### config.mk
export PLATFORM = sky130hd
export DESIGN_NAME = syrup_mem_traffic_gen
export DESIGN_NICKNAME = d
export VERILOG_FILES = /design/src/rtl/syrup_mem_traffic_gen.sv
export SDC_FILE = /design/constraint.sdc
export NUM_CORES = 1
export LEC_CHECK = 0
export CAP_MARGIN = 20
export CORE_MARGIN = 3
export CORE_UTILIZATION = 40
export CTS_CLUSTER_DIAMETER = 200
export CTS_CLUSTER_SIZE = 16
export DETAILED_ROUTE_END_ITERATION = 12
export PLACE_DENSITY_LB_ADDON = 0.25
export SYNTH_ARGS = -nofsm -noshare
export SYNTH_HDL_FRONTEND = slang
export SYNTH_SLANG_ARGS = --single-unit
### constraint.sdc
create_clock -name CLK -period 2.3 [get_ports CLK]
set_input_delay 0.23 -clock CLK [delete_from_list [all_inputs] [get_ports CLK]]
set_output_delay 0.23 -clock CLK [all_outputs]
set_load 0.05 [all_outputs]
### src/rtl/syrup_mem_traffic_gen.sv
// syrup_mem_traffic_gen
// Traffic generator/checker for one single-port memory. Runs a strided write
// sweep, a read sweep, or a write sweep followed by a read-verify sweep over
// NUM_WORDS words, and counts read mismatches.
// Build option: define SYRUP_TGEN_LFSR_EN to generate the data pattern from a
// Galois LFSR instead of ADDR XOR SEED.
//
// Memory handshake: one access per WRITE/READ cycle, signalled by WE or RE
// held for exactly that cycle. There is no back-pressure. Read data on Q is
// valid READ_LATENCY cycles after the cycle in which RE was high, and is
// sampled by the checker at the end of that cycle.
module syrup_mem_traffic_gen #(
  parameter int unsigned ADDR_WIDTH   = 24,
  parameter int unsigned DATA_WIDTH   = 32,
  parameter int unsigned BASE_ADDR    = 0,
  parameter int unsigned STRIDE       = 4,
  parameter int unsigned NUM_WORDS    = 256,
  parameter int unsigned MODE         = 2,
  parameter int unsigned READ_LATENCY = 1,
  parameter logic [DATA_WIDTH-1:0] SEED = '0,
  parameter int unsigned LED_WIDTH    = 8
) (
  input  logic                      CLK,
  input  logic                      RST,
  input  logic                      START,
  output logic                      BUSY,
  output logic                      DONE,
  output logic                      ERROR,
  output logic [15:0]               ERR_COUNT,
  output logic [ADDR_WIDTH-1:0]     ERR_ADDR,
  output logic [ADDR_WIDTH-1:0]     ADDR,
  output logic [DATA_WIDTH-1:0]     D,
  output logic                      WE,
  output logic                      RE,
  output logic [DATA_WIDTH/8-1:0]   BE,
  input  logic [DATA_WIDTH-1:0]     Q,
  output logic [LED_WIDTH-1:0]      LED,
  output logic [2:0]                DBG_STATE
);

  typedef enum logic [2:0] {
    S_IDLE  = 3'd0,
    S_WRITE = 3'd1,
    S_READ  = 3'd2,
    S_DRAIN = 3'd3,
    S_FIN   = 3'd4
  } state_t;

  localparam int unsigned LAST_IDX  = NUM_WORDS - 1;
  localparam int unsigned LAST_DRN  = READ_LATENCY - 1;
  localparam logic [ADDR_WIDTH-1:0] BASE = ADDR_WIDTH'(BASE_ADDR);
  localparam logic [ADDR_WIDTH-1:0] STEP = ADDR_WIDTH'(STRIDE);

  state_t                  state_q;
  logic [31:0]             idx_q;
  logic [31:0]             drain_q;
  logic [ADDR_WIDTH-1:0]   addr_q;
  logic [DATA_WIDTH-1:0]   d_q;
  logic                    we_q;
  logic                    re_q;
  logic                    busy_q;
  logic                    done_q;
  logic                    error_q;
  logic [15:0]             err_count_q;
  logic [ADDR_WIDTH-1:0]   err_addr_q;
  logic [23:0]             hb_q;

  // Check pipe: one entry per cycle, valid only for cycles that issued a read.
  logic                    pipe_v_q [READ_LATENCY];
  logic [DATA_WIDTH-1:0]   pipe_e_q [READ_LATENCY];
  logic [ADDR_WIDTH-1:0]   pipe_a_q [READ_LATENCY];

  logic                    start_ok;
  logic                    last_word;
  logic [ADDR_WIDTH-1:0]   addr_next;
  logic [DATA_WIDTH-1:0]   pat_first;  // pattern of index 0 of a phase
  logic [DATA_WIDTH-1:0]   pat_adv;    // pattern of the next index in a phase
  logic [DATA_WIDTH-1:0]   exp_cur;    // pattern of the access being issued now

  assign start_ok  = START && ((state_q == S_IDLE) || (state_q == S_FIN));
  assign last_word = (idx_q == LAST_IDX);
  assign addr_next = addr_q + STEP;

`ifdef SYRUP_TGEN_LFSR_EN
  localparam int unsigned LW = (DATA_WIDTH > 32) ? DATA_WIDTH : 32;
  localparam logic [LW-1:0] TAPS = LW'(32'h8020_0003);  // taps 32,22,2,1
  localparam logic [LW-1:0] SEED_INIT = LW'(SEED) | LW'(1);

  logic [LW-1:0] lfsr_q;
  logic [LW-1:0] lfsr_nx;
  logic          phase_load;
  logic          phase_adv;

  assign lfsr_nx    = (lfsr_q >> 1) ^ (lfsr_q[0] ? TAPS : '0);
  // Reload at the start of every WRITE and every READ phase so both phases
  // see the same sequence; advance once per issued access.
  assign phase_load = start_ok || ((state_q == S_WRITE) && last_word && (MODE == 2));
  assign phase_adv  = ((state_q == S_WRITE) || (state_q == S_READ)) && !last_word;
  assign pat_first  = SEED_INIT[DATA_WIDTH-1:0];
  assign pat_adv    = lfsr_nx[DATA_WIDTH-1:0];
  assign exp_cur    = lfsr_q[DATA_WIDTH-1:0];

  // LFSR state always holds the pattern of the access currently on the bus.
  always_ff @(posedge CLK) begin
    if (RST) begin
      lfsr_q <= '0;
    end else if (phase_load) begin
      lfsr_q <= SEED_INIT;
    end else if (phase_adv) begin
      lfsr_q <= lfsr_nx;
    end
  end
`else
  function automatic logic [DATA_WIDTH-1:0] pat_of(input logic [ADDR_WIDTH-1:0] a);
    return DATA_WIDTH'(a) ^ SEED;
  endfunction

  assign pat_first = pat_of(BASE);
  assign pat_adv   = pat_of(addr_next);
  assign exp_cur   = pat_of(addr_q);
`endif

  // Sweep FSM with registered memory-side and status outputs.
  always_ff @(posedge CLK) begin
    if (RST) begin
      state_q <= S_IDLE;
      idx_q   <= '0;
      drain_q <= '0;
      addr_q  <= '0;
      d_q     <= '0;
      we_q    <= 1'b0;
      re_q    <= 1'b0;
      busy_q  <= 1'b0;
      done_q  <= 1'b0;
    end else begin
      case (state_q)
        S_IDLE, S_FIN: begin
          if (START) begin
            done_q <= 1'b0;
            busy_q <= 1'b1;
            idx_q  <= '0;
            addr_q <= BASE;
            if (MODE == 0) begin
              state_q <= S_READ;
              re_q    <= 1'b1;
              d_q     <= '0;
            end else begin
              state_q <= S_WRITE;
              we_q    <= 1'b1;
              d_q     <= pat_first;
            end
          end
        end
        S_WRITE: begin
          if (!last_word) begin
            idx_q  <= idx_q + 32'd1;
            addr_q <= addr_next;
            d_q    <= pat_adv;
          end else if (MODE == 2) begin
            state_q <= S_READ;
            we_q    <= 1'b0;
            re_q    <= 1'b1;
            idx_q   <= '0;
            addr_q  <= BASE;
            d_q     <= '0;
          end else begin
            state_q <= S_FIN;
            we_q    <= 1'b0;
            d_q     <= '0;
            busy_q  <= 1'b0;
            done_q  <= 1'b1;
          end
        end
        S_READ: begin
          if (!last_word) begin
            idx_q  <= idx_q + 32'd1;
            addr_q <= addr_next;
          end else begin
            state_q <= S_DRAIN;
            re_q    <= 1'b0;
            drain_q <= '0;
          end
        end
        S_DRAIN: begin
          // Wait for the last read's data to leave the check pipe.
          if (drain_q == LAST_DRN) begin
            state_q <= S_FIN;
            busy_q  <= 1'b0;
            done_q  <= 1'b1;
          end else begin
            drain_q <= drain_q + 32'd1;
          end
        end
        default: begin
          state_q <= S_IDLE;
          we_q    <= 1'b0;
          re_q    <= 1'b0;
          busy_q  <= 1'b0;
        end
      endcase
    end
  end

  // Check pipe and mismatch bookkeeping; a new run clears the run's results.
  always_ff @(posedge CLK) begin
    if (RST) begin
      for (int s = 0; s < int'(READ_LATENCY); s++) begin
        pipe_v_q[s] <= 1'b0;
        pipe_e_q[s] <= '0;
        pipe_a_q[s] <= '0;
      end
      error_q     <= 1'b0;
      err_count_q <= '0;
      err_addr_q  <= '0;
    end else begin
      pipe_v_q[0] <= re_q;
      pipe_e_q[0] <= exp_cur;
      pipe_a_q[0] <= addr_q;
      for (int s = 1; s < int'(READ_LATENCY); s++) begin
        pipe_v_q[s] <= pipe_v_q[s-1];
        pipe_e_q[s] <= pipe_e_q[s-1];
        pipe_a_q[s] <= pipe_a_q[s-1];
      end
      if (start_ok) begin
        error_q     <= 1'b0;
        err_count_q <= '0;
        err_addr_q  <= '0;
      end else if (pipe_v_q[READ_LATENCY-1] && (Q != pipe_e_q[READ_LATENCY-1])) begin
        if (err_count_q != 16'hFFFF) begin
          err_count_q <= err_count_q + 16'd1;
        end
        if (!error_q) begin
          err_addr_q <= pipe_a_q[READ_LATENCY-1];
        end
        error_q <= 1'b1;
      end
    end
  end

  // Free-running heartbeat counter for the LED bar.
  always_ff @(posedge CLK) begin
    if (RST) begin
      hb_q <= '0;
    end else begin
      hb_q <= hb_q + 24'd1;
    end
  end

  assign BUSY      = busy_q;
  assign DONE      = done_q;
  assign ERROR     = error_q;
  assign ERR_COUNT = err_count_q;
  assign ERR_ADDR  = err_addr_q;
  assign ADDR      = addr_q;
  assign D         = d_q;
  assign WE        = we_q;
  assign RE        = re_q;
  assign BE        = '1;
  assign LED       = {error_q, done_q, busy_q, hb_q[23 -: (LED_WIDTH-3)]};
  assign DBG_STATE = state_q;

endmodule

# Word-level counts from Yosys, hierarchy flattened
# Memory sizes are Yosys's and may differ from the RTL's. A register that Yosys moved wholly into a read port is not among the register bits.
# Cells that the tools add are included.
[word_totals]
elab_cells = 101
n_memories = 3
ramBits = 49
regBits = 168
inputBits = 35
[mem_list]
columns = ["name", "words", "width", "read_ports", "rd_clocked_by_memory_dff", "write_ports", "line", "source"]
rows = [
  ["pipe_a_q", 1, 24, 1, 1, 1, "71", "logic [ADDR_WIDTH-1:0] pipe_a_q [READ_LATENCY];"],
  ["pipe_e_q", 1, 24, 1, 0, 1, "70", "logic [DATA_WIDTH-1:0] pipe_e_q [READ_LATENCY];"],
  ["pipe_v_q", 1, 1, 1, 0, 1, "69", "logic pipe_v_q [READ_LATENCY];"],
]
[classes]
eq_ne = 13
n_reduce_logical = 27
bitwise = 4
n_addsub = 5
mux = 37
[ops]
columns = ["operator", "n"]
rows = [
  ["$mux W32", 5],
  ["$mux W24", 6],
  ["$pmux W32 S2", 2],
  ["$pmux W32 S3", 1],
  ["$pmux W24 S3", 1],
  ["$add A32 B1 Y32 const B", 2],
  ["$reduce_or A24 Y1", 2],
  ["$eq A32 B8 Y1 const B", 1],
  ["$logic_not A32 Y1", 1],
  ["$ne A32 B32 Y1", 1],
  ["$add A24 B1 Y24 const B", 1],
  ["$add A24 B3 Y24 const B", 1],
  ["$reduce_and A3 Y1", 6],
  ["$add A16 B1 Y16 const B", 1],
  ["$ne A16 B16 Y1 const B", 1],
  ["$mux W1", 13],
  ["$mux W3", 4],
  ["$ne A2 B2 Y1 const B", 6],
  ["$pmux W3 S4", 1],
  ["$pmux W1 S3", 3],
  ["$reduce_or A2 Y1", 4],
  ["$eq A3 B2 Y1 const B", 2],
  ["$reduce_and A2 Y1", 3],
  ["$reduce_bool A2 Y1", 3],
  ["11 further kinds", 15],
]

# Depth between registers and ports, before layout
# Gate-level depths: netlist of run 1.
[depth]
ltp_word = 4
ltp_mapped = 8

# Worst setup path after synthesis of run 1
# No wires, ideal clock.
[synth_path]
kind = "reg-to-reg"
start = "register state_q[1] (netlist: DBG_STATE[1])"
end = "register drain_q[8]"
setup_time_ns = 0.128
required_ns = 2.172
n_path_buf = 1
slack_ns = 0.060
stages_incl_launch_ff = 8
arrival_ns = 2.112
path_cell_list = "dfxtp_1 > buf_2 > inv_1 > nor2_1 > o21ai_2 > a2111oi_2 > xnor2_1 > nor2_1"
[synth_via]
elab_chain_len = 3
word_cells_on_any_way = 7
cone_classes = "eq/ne: 4; mux: 1; reduce/logical: 2"
[synth_lines]
columns = ["element", "line", "source"]
rows = [
  ["start: declaration", "54", "state_t state_q;"],
  ["start signal: assignment", "126", "state_q <= S_IDLE;"],
  ["start signal: assignment", "144", "state_q <= S_READ;"],
  ["start signal: assignment", "148", "state_q <= S_WRITE;"],
  ["$eq A3 B2 Y1", "136", "case (state_q)"],
  ["$ne A2 B2 Y1 (no line) or $reduce_bool A2 Y1 (tied branches)", "--", ""],
  ["$reduce_and A3 Y1 (no line)", "--", ""],
  ["end signal: assignment", "191", "drain_q <= drain_q + 32'd1;"],
  ["end: declaration", "56", "logic [31:0] drain_q;"],
]
# Parallel ways exist; a longest one is shown, timed or not.
# A chain may end at the register's enable or synchronous reset.

# Worst setup path in the final report of run 1
[layout_path]
start = "register state_q[1] (netlist: DBG_STATE[1])"
end = "output DBG_STATE[1]"
[layout_rtl]
columns = ["element", "line", "source"]
rows = [
  ["end: declaration", "38", "output logic [2:0] DBG_STATE"],
]
# No word-level cell between the ends.

==> results of run 1 <==
-- registers in the layout, summed over array words and instances, names as in the netlist --
| register | flops |
|---|---|
| drain_q | 32 |
| idx_q | 32 |
| ADDR | 24 |
| D | 24 |
| ERR_ADDR | 24 |
| hb_q | 24 |
| pipe_a_q | 24 |
| ERR_COUNT | 16 |
| DBG_STATE | 3 |
| BUSY | 1 |
| DONE | 1 |
| ERROR | 1 |
| RE | 1 |
| WE | 1 |
| pipe_v_q | 1 |
-- worst min-delay path by stage --
stage / start / end / slack (ns)
after floorplan: START / WE / 0.42
after global placement: hb_q[0] / hb_q[0] / 0.43
after detailed placement: hb_q[0] / hb_q[0] / 0.44
after CTS: RST / RE / 0.08
after global routing: RST / RE / 0.1
final: RST / RE / 0.1
-- cell usage in the layout, fill, tap and decap left out, types with 27 or more instances in the layout --
cell type	Yosys	layout
nand2_1	75	74
clkdlybuf4s50_1	0	136
dfxtp_1	209	209
xor2_1	27	27
a21oi_1	43	41
nor2_1	162	162
mux2i_1	29	29
o21ai_0	36	36
nor2b_1	27	27
inv_1	27	27
buf_4	22	62
xnor2_1	85	85
nand3_1	56	56
nand4_1	37	37
-- through the flow --
stage               TNS [ns]  worst slack, ns  cell area [um2]
floorplan                  0           0.0604             9560
finish                     0           0.0739            12100
detailed placement     -1.06           -0.127            11500
global placement      -0.385          -0.0578            11500
CTS                        0          0.00322            12000
global route         -0.0245          -0.0110            12100
-- power breakdown --
group          total (mW)  switching (mW)  leakage, nW  internal, mW
clock                2.67            1.32        0.223          1.35
combinational        2.12            1.40         2.23         0.727
sequential           3.79          0.0971         1.68          3.70
-- cells in the mapped netlist, types with 4 or more instances --
master    count  area (um2)
and3_1       17         106
nor3_2        5        50.1
buf_2        14        70.1
mux2i_1      29         290
nor2_1      162         608
a21oi_1      43         215
xor2_1       27         236
dfxtp_1     209        4180
nand2_1      75         282
nor3_1       23         115
or3_1        15        93.8
ha_1          6        75.1
and4_1        9        78.8
a21o_1        5        37.5
nor4_1       19         119
nand4_1      37         231
buf_1         4        15.0
a41o_1        4        40.0
xnor2_1      85         744
clkbuf_1     28         105
a211oi_1     11        82.6
a31oi_1       5        31.3
inv_1        27         101
nand2b_1      8        50.1
o21ai_1       4        20.0
buf_4        22         165
a22o_1        8        70.1
a22oi_1      21         158
nor2b_1      27         169
and2_1        8        50.1
nand3_1      56         280
o21ai_0      36         180
-- cell families (layout without fill, tap and decap cells) --
kind of cell             Yosys count  count (layout)  share of synthesized area (%)
adder cells (fa/ha/maj)            6               6                          0.788
flip-flops                       209             209                           43.9
AND/OR/NAND/NOR                  479             479                           25.5
AO/OA/AOI/OAI                    164             164                           11.4
other                              2              12                         0.0788
multiplexers                      29              29                           3.05
buffers and inverters             98             254                           5.00
XOR/XNOR                         112             112                           10.3
-- cell type report --
type	count	area share (%)
Multi-Input combinational cell	802	41.2
Sequential cell	209	34.7
Timing Repair Buffer	206	16.2
Clock buffer	18	3.56
Tap cell	313	3.25
Inverter	28	0.872
Clock inverter	2	0.208
-- worst min-delay path: cells and delay by family --
kind,cells,cell delay (ns)
AND/OR/NAND/NOR,1,0.14
buffers and inverters,1,0.09
AO/OA/AOI/OAI,1,0.06
-- what timing repair did --
action                     in CTS  in global routing
buffers inserted                0                  1
setup endpoints to repair       0                 51
hold endpoints to repair        0                  0
resized for setup               0                  9
-- metal layers --
layer / share of wire, % / track usage [%] / vias up / routed length (um)
met5: 0 / 0 / - / 0
met2: 44 / 28.9 / 190 / 10800
met4: 1.9 / 4.26 / 0 / 477
li1: - / - / 4110 / -
met3: 6.1 / 3.48 / 33 / 1510
met1: 48 / 26.8 / 3829 / 11900
==> impl_metrics.tcl, run 1 <==
set metrics [dict create \
    status "finished clean" \
    syn2layout_area_growth_pct 26.5 \
    postCtsHoldBufs 0 \
    yosys.cell_types.count 65 \
    placed_cells 1557 \
    setup_viol 0 \
    worst_clock_skew_ns 0.0271 \
    hold_viol 0 \
    grtUsageTotal_pct 18.5 \
    post_drt_wl_per_cell_um 15.6 \
    nets 1305 \
    drt_wl_total_um 24700 \
    hold_depth 3 \
    startpoint "DBG_STATE[1]" \
    synth-edff-count 0 \
    synth_ff_type "dfxtp_1" \
    synth_area_um2 9530 \
    grt_pass1_vias 7764 \
    startpoint_type "flop" \
    crit_type "flop to primary output" \
    synth_seq_area_share_pct 43.9 \
    clk-insertion-delay-late_ns 0.49 \
    drv_cap 0 \
    power.ir.vdd_worst_mv 0.455 \
    drt_iter0_markers 410 \
    r2r-end "idx_q[30]" \
    cts_buffers 17 \
    slowest_stage "clkdlybuf4s50_1" \
    regArea_um2 4180 \
    critPathBufInv 2 \
    multiInputGateArea_um2 4960 \
    fmax_mhz 449 \
    regToRegSetupSlack_ns 0.09 \
    max_stage_delay_ns 0.82 \
    p_leak_nw 4.14 \
    holdCritPathClass "input port to flop" \
    final_util_pct 52.4 \
    dp_hpwl_um 18200 \
    fin_crit_sh_pct 96.8 \
    gp_congestion 0.841 \
    cp.depth 2 \
    io_buffers 138 \
    total_power_mw 8.58 \
    clk_path_buf_depth 3 \
    tightest_slew_ns 0.644 \
    root_buffer "clkbuf_16" \
    drtAntennaViolNets 0 \
    crit_fanout 6 \
    start_util_pct 41.4 \
    grt_overflow 0 \
    htreeDepth 1 \
    rows 55 \
    grt_pass1_wl_um 40300 \
    cts_tree "yes" \
    antenna_found_initial 0 \
    whs_ns 0.0959 \
    cp.arrival_ns 2.00 \
    reg2regPathDepth 9 \
    relSlewSlack_pct 56.8 \
    drc 0 \
    die_x_um 160 \
    cp.required_ns 2.07 \
    dieArea_um2 25700 \
    cp-end-kind "primary output" \
    avgSynthCellArea_um2 8.67 \
    ys_warn_count 0 \
    synthCells 1099 \
    via_count 8162 \
    core_um2 23000 \
    die_h_um 160 \
    num-fill-cells 2179 \
    fin_cells 1578 \
    crit_chain "buf_4, clkdlybuf4s50_1" \
    r2r_start "idx_q[0]" \
    crit_path_end "DBG_STATE[1]" \
    n_antenna_cell 0 \
    pin_count 151 \
    grt_max_degree 44 \
    path_delay_family "buffers and inverters" \
    clkTransAtPathRegs_ns 0.07 \
    cts_sinks 209 \
    slew_violations 0 \
    synth-seq-cells 209 \
    via_per_inst 5.17 \
    drive_above_1_share_pct 9.57 \
    period_needed_ns 2.23 \
    synthArstFlopShare_pct 0 \
    p_per_area_nw_per_um2 712 \
    drt_first_pass_iters 5 \
]
Power figures use the tool's default switching activity.
==> run 2: changes to the inputs <==
--- a/config.mk
+++ b/config.mk
@@ -6,6 +6,8 @@
 export NUM_CORES = 1
 export LEC_CHECK = 0
 export CAP_MARGIN = 20
+export CELL_PAD_IN_SITES_DETAIL_PLACEMENT = 1
+export CELL_PAD_IN_SITES_GLOBAL_PLACEMENT = 1
 export CORE_MARGIN = 3
 export CORE_UTILIZATION = 40
 export CTS_CLUSTER_DIAMETER = 200
==> impl_metrics.tcl, run 2 (same netlist as run 1, synthesis figures left out) <==
set metrics [dict create \
    antenna_found_initial 0 \
    start_util_pct 41.4 \
    reg.largest.list "drain_q (32), idx_q (32)" \
    setup_viol 0 \
    die_h_um 160 \
    n_antenna_cell 0 \
    drt_wl_total_um 28100 \
    via_per_inst 5.35 \
    fmax_mhz 465 \
    status "finished clean" \
    crit_chain "clkdlybuf4s50_1" \
    grt_overflow 0 \
    tightest_slew_ns 0.606 \
    grt_pass1_vias 8538 \
    post_drt_wl_per_cell_um 17.8 \
    p_per_area_nw_per_um2 708 \
    whs_ns 0.131 \
    path_delay_family "buffers and inverters" \
    drtAntennaViolNets 0 \
    fin_crit_sh_pct 93.5 \
    grt_pass1_wl_um 45600 \
    postCtsSetupRepairBufs 0 \
    die_x_um 160 \
    period_needed_ns 2.15 \
    crit_type "flop to primary output" \
    slew_violations 0 \
    hold_viol 0 \
    num-fill-cells 2722 \
    cts_sinks 209 \
    drive_above_1_share_pct 9.57 \
    worst_clock_skew_ns 0.0279 \
    drt_iter0_markers 414 \
    p_leak_nw 4.15 \
    gp_congestion 0.818 \
    clk_path_buf_depth 3 \
    drc 0 \
    root_buffer "clkbuf_16" \
    holdCritPathClass "input port to flop" \
    io_buffers 138 \
    cts_buffers 17 \
    dp_hpwl_um 20700 \
    nets 1305 \
    drv_cap 0 \
    rows 55 \
    final_common_cell "dfxtp_1" \
    startpoint_type "flop" \
    core_um2 23000 \
    critPathBufInv 1 \
    clk-insertion-delay-late_ns 0.49 \
    cp.arrival_ns 1.92 \
    relSlewSlack_pct 59.5 \
    pin_count 151 \
    power.ir.vdd_worst_mv 0.612 \
    slowest_stage "clkdlybuf4s50_1" \
    clkTransAtPathRegs_ns 0.08 \
    crit_fanout 10 \
    cp.required_ns 2.07 \
    syn2layout_area_growth_pct 26.7 \
    grtUsageTotal_pct 21.1 \
    most-common-layout-cells "dfxtp_1 (209), nor2_1 (162), clkdlybuf4s50_1 (136)" \
    max_stage_delay_ns 0.89 \
    fin_cells 1577 \
    dieArea_um2 25700 \
    placed_cells 1557 \
    htreeDepth 1 \
    cp-end-kind "primary output" \
    via_count 8437 \
    grt_max_degree 43 \
    drt_first_pass_iters 5 \
    cts_tree "yes" \
]
-- run 2: changes by cell type in the layout (fill, tap and decap cells not counted), sizes merged --
| cell | before | now |
|---|---|---|
| inv | 29 | 28 |
-- run 2: metrics by stage --
step / setup TNS [ns] / setup WS, ns / cell area [um2] / utilization [%] / power [mW]
global route: -0.0256 / -0.0168 / 12100 / 52.5 / 8.95
CTS: 0 / 0.0169 / 12000 / 52.2 / 8.64
floorplan: 0 / 0.0604 / 9560 / - / 5.12
global placement: -1.95 / -0.218 / 11600 / 50.3 / 5.94
detailed placement: -3.39 / -0.304 / 11600 / 50.3 / 5.99
finish: 0 / 0.150 / 12100 / 52.5 / 8.55
-- run 2: power by group --
| part | total (mW) | switching, mW | internal, mW |
|---|---|---|---|
| clock | 2.62 | 1.28 | 1.34 |
| combinational | 2.13 | 1.46 | 0.678 |
| sequential | 3.79 | 0.0919 | 3.70 |
-- run 2: timing repair --
item | CTS | global route
endpoints found under the setup margin | 0 | 42
hold buffers | 0 | 0
resized for setup | 0 | 11
-- run 2: cell type report --
class / instances / area, um2 / share of cell area (%)
flip-flops and latches: 209 / 4180 / 34.7
repair buffers: 206 / 1960 / 16.2
clock buffers: 18 / 429 / 3.56
inverters: 28 / 105 / 0.871
clock inverters: 1 / 16.3 / 0.135
well taps: 313 / 392 / 3.24
multi-input cells: 802 / 4980 / 41.3
-- run 2: routing by layer --
layer | global-route usage (%) | share of wire, %
met2 | 36.6 | 48
met4 | 3.39 | 1.7
met3 | 3.46 | 4.3
met5 | 0 | 0
met1 | 28.2 | 46
-- run 2: final timing paths --
kind / start / to / slack [ns] / depth (start not counted)
min: RST / idx_q[24] / 0.13 / 2
max reg2reg: idx_q[1] / idx_q[11] / 0.15 / 7
max: ADDR[13] / ADDR[13] / 0.15 / 1
min reg2reg: hb_q[0] / hb_q[0] / 0.47 / 1
